<file path="config.mk">
export PLATFORM = sky130hd
export DESIGN_NAME = uart_link_core
export DESIGN_NICKNAME = d
export VERILOG_FILES = /design/src/rtl/uart_link_pkg.sv /design/src/rtl/uart_rx_fifo.sv /design/src/rtl/uart_link_core.sv
export SDC_FILE = /design/constraint.sdc
export NUM_CORES = 1
export LEC_CHECK = 0
export ABC_AREA = 1
export ABC_CLOCK_PERIOD_IN_PS = 2390
export BUFFER_PORTS_ARGS = -buffer_cell sky130_fd_sc_hd__buf_2
export CAP_MARGIN = 20
export CORE_ASPECT_RATIO = 1.75
export CORE_MARGIN = 2
export CORE_UTILIZATION = 35
export CTS_CLUSTER_DIAMETER = 150
export DETAILED_ROUTE_END_ITERATION = 8
export PLACE_DENSITY = 0.6
export SYNTH_ARGS = -nofsm -noshare
export SYNTH_HDL_FRONTEND = slang
export SYNTH_SLANG_ARGS = --single-unit
export TNS_END_PERCENT = 1
</file>
<file path="constraint.sdc">
create_clock -name clk_50mhz -period 2.39 [get_ports clk_50mhz]
set_input_delay 0.1195 -clock clk_50mhz [delete_from_list [all_inputs] [get_ports clk_50mhz]]
set_output_delay 0.1195 -clock clk_50mhz [all_outputs]
set_load 0.1 [all_outputs]
</file>
<file path="src/rtl/uart_link_pkg.sv">
// uart_link_pkg: shared enums and helpers for the UART link core
package uart_link_pkg;

    typedef enum logic [1:0] {PAR_NONE, PAR_EVEN, PAR_ODD} parity_e;

    typedef enum logic [2:0] {
        RX_IDLE, RX_START, RX_DATA, RX_PARITY, RX_STOP, RX_WAIT_IDLE
    } rx_state_e;

    typedef enum logic [2:0] {
        TX_IDLE, TX_START, TX_DATA, TX_PARITY, TX_STOP
    } tx_state_e;

    // Cycles per 16x oversample tick, never below one
    function automatic int baud_div(input int clock_freq, input int baud_rate);
        int d;
        d = clock_freq / (16 * baud_rate);
        return (d < 1) ? 1 : d;
    endfunction

    // Parity bit that makes the frame even/odd; payload is zero-extended to 9 bits
    function automatic logic parity_bit(input parity_e p, input logic [8:0] d);
        return (p == PAR_ODD) ? ~^d : ^d;
    endfunction

endpackage

</file>
<file path="src/rtl/uart_rx_fifo.sv">
// uart_rx_fifo: show-ahead receive FIFO, power-of-two depth, wrapping pointers
module uart_rx_fifo #(
    parameter int WIDTH = 8,
    parameter int DEPTH = 16
) (
    input  logic                     clk,
    input  logic                     rst_n,
    input  logic                     push,
    input  logic [WIDTH-1:0]         push_data,
    input  logic                     pop,
    output logic [WIDTH-1:0]         head,
    output logic [$clog2(DEPTH):0]   count,
    output logic                     full,
    output logic                     empty
);

    localparam int AW = $clog2(DEPTH);

    logic [WIDTH-1:0] mem_q [DEPTH];
    logic [WIDTH-1:0] mem_d [DEPTH];
    logic [AW-1:0]    wr_ptr_q, wr_ptr_d, rd_ptr_q, rd_ptr_d;
    logic [AW:0]      count_q, count_d;
    logic             wr_en, rd_en;

    assign full  = (count_q == (AW+1)'(DEPTH));
    assign empty = (count_q == '0);
    assign head  = mem_q[rd_ptr_q];
    assign count = count_q;
    // A full FIFO still accepts a write when the head leaves in the same cycle
    assign wr_en = push && (!full || pop);
    assign rd_en = pop && !empty;

    // Next pointer, occupancy and storage contents
    always_comb begin
        mem_d    = mem_q;
        wr_ptr_d = wr_ptr_q;
        rd_ptr_d = rd_ptr_q;
        if (wr_en) begin
            mem_d[wr_ptr_q] = push_data;
            wr_ptr_d        = wr_ptr_q + 1'b1;
        end
        if (rd_en) rd_ptr_d = rd_ptr_q + 1'b1;
        count_d = count_q + (AW+1)'(wr_en) - (AW+1)'(rd_en);
    end

    // Storage needs no reset; validity is tracked by the pointers
    always_ff @(posedge clk) begin
        mem_q <= mem_d;
    end

    // Pointer and occupancy registers
    always_ff @(posedge clk or negedge rst_n) begin
        if (!rst_n) begin
            wr_ptr_q <= '0;
            rd_ptr_q <= '0;
            count_q  <= '0;
        end else begin
            wr_ptr_q <= wr_ptr_d;
            rd_ptr_q <= rd_ptr_d;
            count_q  <= count_d;
        end
    end

endmodule

</file>
<file path="src/rtl/uart_link_core.sv">
// uart_link_core: full-duplex UART with 16x oversampled receiver, RX FIFO and activity indicator
module uart_link_core
    import uart_link_pkg::*;
#(
    parameter int      CLOCK_FREQ      = 50_000_000,
    parameter int      BAUD_RATE       = 9600,
    parameter int      DATA_BITS       = 8,
    parameter parity_e PARITY          = PAR_NONE,
    parameter int      RX_FIFO_DEPTH   = 16,
    parameter int      ACTIVITY_CYCLES = 5_000_000
) (
    input  logic                           clk_50mhz,
    input  logic                           reset_n,
    input  logic                           uart_rx,
    output logic                           uart_tx,
    input  logic [DATA_BITS-1:0]           tx_data,
    input  logic                           tx_valid,
    output logic                           tx_ready,
    output logic [DATA_BITS-1:0]           rx_data,
    output logic                           rx_valid,
    input  logic                           rx_ready,
    output logic [$clog2(RX_FIFO_DEPTH):0] rx_fifo_count,
    output logic                           rx_overrun,
    output logic                           rx_frame_err,
    output logic                           rx_parity_err,
    input  logic                           err_clear,
    output logic                           link_active
);

    localparam int DIV = baud_div(CLOCK_FREQ, BAUD_RATE);
    localparam int TW  = (DIV > 1) ? $clog2(DIV) : 1;
    localparam int CW  = $clog2(ACTIVITY_CYCLES + 1);

    logic [TW-1:0]        tick_cnt_q, tick_cnt_d;
    logic [1:0]           sync_q, sync_d;
    rx_state_e            rx_state_q, rx_state_d;
    logic [3:0]           rx_tick_q, rx_tick_d, rx_bit_q, rx_bit_d;
    logic [DATA_BITS-1:0] rx_shift_q, rx_shift_d;
    logic                 rx_bad_q, rx_bad_d, push_q, push_d, perr_q, perr_d, ferr_q, ferr_d;
    tx_state_e            tx_state_q, tx_state_d;
    logic [3:0]           tx_tick_q, tx_tick_d, tx_bit_q, tx_bit_d;
    logic [DATA_BITS-1:0] tx_shift_q, tx_shift_d;
    logic                 tx_par_q, tx_par_d, tx_line_q, tx_line_d;
    logic                 ovr_q, ovr_d;
    logic [CW-1:0]        act_q, act_d;
    logic                 tick, rx_s, rx_sample, tx_done, accept, pop, fifo_full, fifo_empty;

    assign tick      = (tick_cnt_q == TW'(DIV - 1));
    assign rx_s      = sync_q[1];
    assign rx_sample = tick && (rx_tick_q == 4'd15);
    assign tx_done   = tick && (tx_tick_q == 4'd15);
    assign tx_ready  = (tx_state_q == TX_IDLE);
    assign accept    = tx_valid && tx_ready;
    assign rx_valid  = !fifo_empty;
    assign pop       = rx_valid && rx_ready;

    uart_rx_fifo #(.WIDTH(DATA_BITS), .DEPTH(RX_FIFO_DEPTH)) u_fifo (
        .clk       (clk_50mhz),
        .rst_n     (reset_n),
        .push      (push_q),
        .push_data (rx_shift_q),
        .pop       (pop),
        .head      (rx_data),
        .count     (rx_fifo_count),
        .full      (fifo_full),
        .empty     (fifo_empty)
    );

    // Oversample tick divider and input synchronizer
    always_comb begin
        tick_cnt_d = tick ? '0 : tick_cnt_q + 1'b1;
        sync_d     = {sync_q[0], uart_rx};
    end

    // Receiver: start validation at mid-bit, then one sample every 16 ticks
    always_comb begin
        rx_state_d = rx_state_q;
        rx_tick_d  = tick ? rx_tick_q + 4'd1 : rx_tick_q;
        rx_bit_d   = rx_bit_q;
        rx_shift_d = rx_shift_q;
        rx_bad_d   = rx_bad_q;
        push_d     = 1'b0;
        perr_d     = 1'b0;
        ferr_d     = 1'b0;
        case (rx_state_q)
            RX_IDLE: begin
                rx_tick_d = '0;
                if (!rx_s) begin
                    rx_state_d = RX_START;
                    rx_bad_d   = 1'b0;
                end
            end
            RX_START: if (tick && rx_tick_q == 4'd7) begin
                rx_tick_d  = '0;
                rx_bit_d   = '0;
                rx_state_d = rx_s ? RX_IDLE : RX_DATA;
            end
            RX_DATA: if (rx_sample) begin
                rx_shift_d = {rx_s, rx_shift_q[DATA_BITS-1:1]};
                rx_bit_d   = rx_bit_q + 4'd1;
                if (rx_bit_q == 4'(DATA_BITS - 1))
                    rx_state_d = (PARITY == PAR_NONE) ? RX_STOP : RX_PARITY;
            end
            RX_PARITY: if (rx_sample) begin
                if (rx_s != parity_bit(PARITY, 9'(rx_shift_q))) begin
                    perr_d   = 1'b1;
                    rx_bad_d = 1'b1;
                end
                rx_state_d = RX_STOP;
            end
            RX_STOP: if (rx_sample) begin
                if (rx_s) begin
                    push_d     = !rx_bad_q;
                    rx_state_d = RX_IDLE;
                end else begin
                    ferr_d     = 1'b1;
                    rx_state_d = RX_WAIT_IDLE;
                end
            end
            RX_WAIT_IDLE: if (rx_s) rx_state_d = RX_IDLE;
            default: rx_state_d = RX_IDLE;
        endcase
    end

    // Transmitter: registered line output, each frame bit held for 16 ticks
    always_comb begin
        tx_state_d = tx_state_q;
        tx_tick_d  = tick ? tx_tick_q + 4'd1 : tx_tick_q;
        tx_bit_d   = tx_bit_q;
        tx_shift_d = tx_shift_q;
        tx_par_d   = tx_par_q;
        case (tx_state_q)
            TX_IDLE: begin
                tx_tick_d = '0;
                if (tx_valid) begin
                    tx_state_d = TX_START;
                    tx_shift_d = tx_data;
                    tx_par_d   = parity_bit(PARITY, 9'(tx_data));
                end
            end
            TX_START: if (tx_done) begin
                tx_state_d = TX_DATA;
                tx_bit_d   = '0;
            end
            TX_DATA: if (tx_done) begin
                tx_shift_d = tx_shift_q >> 1;
                tx_bit_d   = tx_bit_q + 4'd1;
                if (tx_bit_q == 4'(DATA_BITS - 1))
                    tx_state_d = (PARITY == PAR_NONE) ? TX_STOP : TX_PARITY;
            end
            TX_PARITY: if (tx_done) tx_state_d = TX_STOP;
            TX_STOP:   if (tx_done) tx_state_d = TX_IDLE;
            default:   tx_state_d = TX_IDLE;
        endcase
        tx_line_d = (tx_state_d == TX_START)  ? 1'b0 :
                    (tx_state_d == TX_DATA)   ? tx_shift_d[0] :
                    (tx_state_d == TX_PARITY) ? tx_par_d : 1'b1;
    end

    // Sticky overrun (set beats clear) and retriggerable activity stretcher
    always_comb begin
        ovr_d = (push_q && fifo_full && !pop) ? 1'b1 : (err_clear ? 1'b0 : ovr_q);
        act_d = (push_q || accept) ? CW'(ACTIVITY_CYCLES) :
                (act_q != '0)      ? act_q - 1'b1 : act_q;
    end

    // State registers; synchronizer resets high so reset release is not a start bit
    always_ff @(posedge clk_50mhz or negedge reset_n) begin
        if (!reset_n) begin
            tick_cnt_q <= '0;
            sync_q     <= 2'b11;
            rx_state_q <= RX_IDLE;
            rx_tick_q  <= '0;
            rx_bit_q   <= '0;
            rx_shift_q <= '0;
            rx_bad_q   <= 1'b0;
            push_q     <= 1'b0;
            perr_q     <= 1'b0;
            ferr_q     <= 1'b0;
            tx_state_q <= TX_IDLE;
            tx_tick_q  <= '0;
            tx_bit_q   <= '0;
            tx_shift_q <= '0;
            tx_par_q   <= 1'b0;
            tx_line_q  <= 1'b1;
            ovr_q      <= 1'b0;
            act_q      <= '0;
        end else begin
            tick_cnt_q <= tick_cnt_d;
            sync_q     <= sync_d;
            rx_state_q <= rx_state_d;
            rx_tick_q  <= rx_tick_d;
            rx_bit_q   <= rx_bit_d;
            rx_shift_q <= rx_shift_d;
            rx_bad_q   <= rx_bad_d;
            push_q     <= push_d;
            perr_q     <= perr_d;
            ferr_q     <= ferr_d;
            tx_state_q <= tx_state_d;
            tx_tick_q  <= tx_tick_d;
            tx_bit_q   <= tx_bit_d;
            tx_shift_q <= tx_shift_d;
            tx_par_q   <= tx_par_d;
            tx_line_q  <= tx_line_d;
            ovr_q      <= ovr_d;
            act_q      <= act_d;
        end
    end

    assign uart_tx       = tx_line_q;
    assign rx_overrun    = ovr_q;
    assign rx_frame_err  = ferr_q;
    assign rx_parity_err = perr_q;
    assign link_active   = (act_q != '0);

endmodule
</file>
**Word level (Yosys, flattened, before mapping)**

Cells that the tools add are included.

- $add $sub $neg: 10
- Magnitude comparators: 3
- Equal/unequal tests: 31
- Muxes and demuxes: 60
- Bitwise logic cells: 2
- Reductions and logical operators: 35

Operators by type and width:

| kind | count |
|---|---|
| $bwmux 128 | 1 |
| $mux 23 | 2 |
| $mux 3 | 14 |
| $mux 8 | 5 |
| $bmux 8 s4 | 1 |
| $demux 8 s4 | 1 |
| $mux 4 | 8 |
| $add 4x1->4 const B | 6 |
| $pmux 4 s2 | 3 |
| $reduce_bool 23->1 | 1 |
| $sub 23x1->23 const B | 1 |
| $ne 2x2->1 const B | 11 |
| $mux 1 | 19 |
| $eq 3x2->1 const B | 6 |
| $pmux 3 s6 | 1 |
| $reduce_xor 9->1 | 2 |
| $pmux 8 s2 | 1 |
| $pmux 3 s5 | 1 |
| $reduce_bool 2->1 | 7 |
| $eq 4x3->1 const B | 3 |
| $ge 5x5->1 const B | 2 |
| $logic_and 1x1->1 | 10 |
| $not 4->5 | 2 |
| $add 9x1->9 const B | 1 |
| 20 further kinds | 32 |

- Register bits: 220
- Bits of input ports: 14
- Output and inout bits: 20
- Word-level logic and storage cells: 179

**Longest topological paths before layout**

- Depth in word-level cells: 8
- Mapped depth: 15
- Gate-level depth less buffers: 15

**Hierarchy**

A second synthesis with hierarchy kept.

- Cell total of the unflattened synthesis: 1180
- Area, all modules: 10652.7 um^2

By module, submodules not included:

| module | times used | cells an instance | area each (um^2) | sequential area each (um^2) |
|---|---|---|---|---|
| uart_rx_fifo | 1 | 628 | 6291.0 | 4169.0 |
| uart_link_core | 1 | 552 | 4361.7 | 1980.6 |

**Least setup slack after synthesis**

OpenSTA, ideal clock, no wires.

- Path kind: register to register
- Start: register u_fifo.count_q[2], in the netlist u_fifo.count[2]
- End: register u_fifo.count_q[4], in the netlist u_fifo.count[4]
- Setup time: 80 ps
- Arrival time: 3654 ps
- Data required time: 2310 ps
- Slack: -1344 ps
- Cell stages (with the launch flop): 16
- Path buffers: 0
- Clock period less this slack: 3734 ps
- Cells stage by stage: dfrtp_1 -> inv_1 -> ha_1 -> nand2_1 -> nor2_1 -> nand2_1 -> nand2_1 -> inv_1 -> ha_1 -> inv_1 -> ha_1 -> fa_1 -> a21oi_1 -> nor2_1 -> nor2_1 -> xor2_1

- Elaborated cells on any way between the ends: 10
- Those cells by class: 2 x add/sub; 1 x eq/ne; 7 x reduce/logical

RTL lines:

| element | line | source |
|---|---|---|
| start, declared | uart_rx_fifo.sv:22 | `logic [AW:0] count_q, count_d;` |
| start signal, assigned | uart_rx_fifo.sv:60 | `count_q <= count_d;` |
| $logic_not 5->1 * | uart_rx_fifo.sv:26 | `assign empty = (count_q == '0);` |
| $logic_not 1->1 * | uart_link_core.sv:54 | `assign rx_valid = !fifo_empty;` |
| net rx_valid | uart_link_core.sv:20 | `output logic rx_valid,` |
| $logic_and 1x1->1 | uart_link_core.sv:55 | `assign pop = rx_valid && rx_ready;` |
| $logic_and 1x1->1 * | uart_rx_fifo.sv:31 | `assign rd_en = pop && !empty;` |
| net u_fifo.rd_en | uart_rx_fifo.sv:23 | `logic wr_en, rd_en;` |
| $sub 5x1->5 * | uart_rx_fifo.sv:43 | `count_d = count_q + (AW+1)'(wr_en) - (AW+1)'(rd_en);` |
| net u_fifo.count_d[4] | uart_rx_fifo.sv:22 |  |

The timed path passes the listed nets; every way through them passes the cells marked *.
A chain may end at the register's enable or synchronous reset.

**Worst setup path in the final report**

- Start: register u_fifo.count_q[2], in the netlist u_fifo.count[2]
- End: register u_fifo.count_q[4], in the netlist u_fifo.count[4]

- Elaborated cells on any way between the ends: 10
- Those cells by class: 2 x add/sub; 1 x eq/ne; 7 x reduce/logical

RTL lines:

| element | line |
|---|---|
| $logic_not 5->1 * | uart_rx_fifo.sv:26 |
| $logic_not 1->1 * | uart_rx_fifo.sv:31, uart_link_core.sv:54 |
| $logic_and 1x1->1 | uart_link_core.sv:55 |
| $logic_and 1x1->1 * | uart_rx_fifo.sv:31 |
| net u_fifo.rd_en | uart_rx_fifo.sv:23 |
| $sub 5x1->5 * | uart_rx_fifo.sv:43 |
| net u_fifo.count_d[4] | uart_rx_fifo.sv:22 |

Marks and branches as above.

==> impl_metrics.env <==
export IMPL_cap_violations=0
export IMPL_max_stage_delay_ns=0.49
export IMPL_yosys_area_share_simple=0.173
export IMPL_syn_area_sq_um=10100
export IMPL_p_sw_frac=0.371
export IMPL_p_sw_w=0.00446
export IMPL_totalWireLength_um=24000
export IMPL_synthAdderAreaFrac=0.0243
export IMPL_finClkSkew_ns=0.0177
export IMPL_status="complete, but fails checks"
export IMPL_ys_seq_elements=220
export IMPL_htreeDepth=1
export IMPL_placed_cell_area_sq_um=11100
export IMPL_intPower_w=0.00754
export IMPL_required_ns=2.84
export IMPL_min_path_type="in2reg"
export IMPL_p_total_w=0.0120
export IMPL_dr_pass1_iters=5
export IMPL_clock_latency_ns=0.52
export IMPL_cp_arrival_ns=2.88
export IMPL_critPathLaunchType="flip-flop"
export IMPL_cts_tree="built"
export IMPL_num_vias=7171
export IMPL_ys_flop_type="edfxtp_1"
export IMPL_peakVddDrop_mv=0.763
export IMPL_cellPowerDensity_nw_per_um2=989
export IMPL_clkTransAtPathRegs_ns=0.06
export IMPL_hold_ws_ns=0.00831
export IMPL_syn_avg_cell_area_sq_um=10.4
export IMPL_grt_use_total=0.157
export IMPL_fin_crit_sh=1.02
export IMPL_synth_top_area_cell="edfxtp_1"
export IMPL_vias_per_cell=4.96
export IMPL_routabilityCongestion=0.853
export IMPL_seq_power_share=0.352
export IMPL_drt_iter0_drc=434
export IMPL_setup_ws_ns=-0.0423
export IMPL_antenna_found_initial=0
export IMPL_path_depth=15
export IMPL_synth_top_family_by_area="simple AND/OR/NAND/NOR gates"
export IMPL_syn_num_nets=1004
export IMPL_diodes=0
export IMPL_crit_chain="inv_4 -> ha_4 -> nand2_2 -> nor2_4 -> nand2_4 -> nand2_4 -> inv_2 -> ha_4 -> inv_2 -> ha_4 -> fa_2 -> a21oi_2 -> nor2_1 -> nor2_1 -> xor2_1"
export IMPL_synth_compound_area_frac=0.0911
export IMPL_synthMuxAreaShare=0.0248
export IMPL_slowest_stage="dfrtp_4"
export IMPL_crit_path_frequent_cell="ha_4"
export IMPL_core_region_area_sq_um=28500
export IMPL_violations="setup timing"
export IMPL_drv_slew=0
export IMPL_routedWlPerCell_um=16.6
export IMPL_hold_violations=0
export IMPL_drive_gt1_frac=0.176
export IMPL_die_x_um=132
export IMPL_synth_edf_count=128
export IMPL_path_class="reg2reg"
export IMPL_min_period_ns=2.43
export IMPL_synth_top_area_share=0.381
export IMPL_initial_core_util=0.354
export IMPL_synth_seq_area_share=0.609
export IMPL_ys_types=44
export IMPL_drc_errors=0
export IMPL_pin_count=34
export IMPL_cts_sinks=220
export IMPL_p_leak_nw=5.28
export IMPL_port_buffers=33
export IMPL_grt_max_degree=45
export IMPL_yosysWarnings=0
export IMPL_die_area_sq_um=30300
export IMPL_critPathBufInv=3
export IMPL_grt_pass1_vias=7246
export IMPL_clock_fmax_mhz=411
export IMPL_cp_max_fo=3
export IMPL_grt_ovfl_total=0
export IMPL_min_path_cells=3
export IMPL_rsz0062_at_grt="true"
export IMPL_setup_tns_ns=-0.0834
export IMPL_cts_made_buffers=22
export IMPL_rows=82
export IMPL_synthArstFlopShare=0.418
export IMPL_tightest_slew_ns=0.539
export IMPL_fin_area_sq_um=12100
export IMPL_crit_family="adder cells"
export IMPL_reg2reg_depth=15
export IMPL_area_growth_pct=20.2
export IMPL_root_buffer="clkbuf_16"
export IMPL_nets=1085
export IMPL_p_comb_frac=0.358
export IMPL_setup_viol=2
export IMPL_slew_headroom=0.641
export IMPL_dp_hpwl_um=17100
export IMPL_yosys_area_share_xor_xnor=0.0252
export IMPL_antenna_left=0
export IMPL_grt_pass1_wl_um=37300
export IMPL_end_kind="flip-flop"
export IMPL_synth_area_leaders="edfxtp_1 (38%), dfrtp_1 (22%), nand2_1 (6.3%)"
export IMPL_pwr_share_clk=0.290
export IMPL_chipHeight_um=229
export IMPL_clk_path_buf_depth=3
export IMPL_netlist_instances=971
## layout make-up
| cell class | count | area [sq um] |
|---|---|---|
| sequential | 220 | 6160 |
| multi-input combinational | 617 | 3580 |
| inverter | 107 | 410 |
| timing repair buffer | 84 | 777 |
| tap | 378 | 473 |
| clock inverter | 15 | 143 |
| fill | 2793 | 16400 |
| clock buffer | 25 | 583 |
## layout by cell type, fill, tap and decap left out, drive strengths merged, types with 3 or more instances in the layout
master       netlist  layout
nand2            172     172
dlygate4sd3        0      12
buf               11      72
dfrtp             89      89
edfxtp           128     128
clkinv             3       7
o221ai            25      25
xor2              20      20
o32ai              8       8
a21oi             19      19
clkinvlp           0       7
nor3              20      20
inv              104     106
nand4             10      10
ha                18      18
dfstp              3       3
mux2i             25      25
or2                5       5
nand3             57      57
nor2             131     131
o211ai             9       9
a31oi              5       5
o21ai             68      68
clkbuf            16      25
xnor2              9       9
## what timing repair did
item / 4_1_cts / 5_1_grt
setup buffers: 1 / 2
endpoints found under the hold margin: 103 / 0
hold buffers: 12 / 0
gates resized for setup: 18 / 29
pin swaps: 1 / 8
setup endpoints to repair: 49 / 121
## worst paths after layout
path                              endpoint  slack, ns             from
setup / recovery           u_fifo.count[4]      -0.04  u_fifo.count[2]
hold / removal               tx_state_q[0]      0.008         tx_valid
setup reg to reg           u_fifo.count[4]      -0.04  u_fifo.count[2]
hold reg to reg                  sync_q[1]       0.36        sync_q[0]
max in group asynchronous          uart_tx       1.63          reset_n
min in group asynchronous        act_q[11]       0.06          reset_n
## power by group through the flow
stage | Sequential, W | Clock (W) | Combinational [W]
floorplan | 0.00454 | 0 | 0.00243
global placement | 0.00428 | 0 | 0.00408
detailed placement | 0.00429 | 0 | 0.00410
CTS | 0.00421 | 0.00356 | 0.00419
global route | 0.00423 | 0.00370 | 0.00453
finish | 0.00423 | 0.00348 | 0.00430
## Yosys cell counts, drive strengths merged, types with 3 or more instances
master	number
nand2	172
nor2	131
edfxtp	128
inv	104
dfrtp	89
o21ai	68
nand3	57
mux2i	25
o221ai	25
nor3	20
xor2	20
a21oi	19
ha	18
clkbuf	16
buf	11
nand4	10
o211ai	9
xnor2	9
o32ai	8
a31oi	5
or2	5
clkinv	3
dfstp	3
## flip-flops by register name, summed over array words and instances (netlist names), 2 cells and up
register         cells
rx_state_q           3
tx_state_q           3
rx_bit_q             4
rx_shift_q           8
sync_q               2
u_fifo.count         5
tx_shift_q           8
u_fifo.wr_ptr_q      4
u_fifo.rd_ptr_q      4
u_fifo.mem_q       128
tx_tick_q            4
tx_bit_q             4
tick_cnt_q           9
act_q               23
rx_tick_q            4
## cell families after synthesis
logic type                 Yosys count
and+or+nand+nor                    403
adders and majority gates           19
buffers and inverters              134
DFF                                220
AOI/OAI and AO/OA                  141
muxes                               25
xor gates and xnor gates            29
## worst reg2reg max path, cell delays in order (launching register included)
cell and delay, ns:
dfrtp_4 0.49, inv_4 0.07, ha_4 0.12, nand2_2 0.06, nor2_4 0.12, nand2_4 0.07
nand2_4 0.08, inv_2 0.05, ha_4 0.25, inv_2 0.04, ha_4 0.16, fa_2 0.40
a21oi_2 0.14, nor2_1 0.05, nor2_1 0.12, xor2_1 0.15
## metrics by stage
step / utilization / cells / setup slack (ns)
floorplan: - / 971 / -0.511
global placement: 0.388 / 1391 / -0.112
CTS: 0.421 / 1444 / -0.109
detailed placement: 0.388 / 1391 / -0.140
global route: 0.425 / 1446 / -0.166
finish: 0.425 / 1446 / -0.0423
## routing by layer
metal	part of all wire	GRT usage	routed length [um]
met1	0.35	0.154	8430
met4	0.052	0.0853	1250
met2	0.57	0.313	13600
met5	0	0	0
met3	0.029	0.0166	708
No activity file was read; power rests on OpenSTA's default activity.
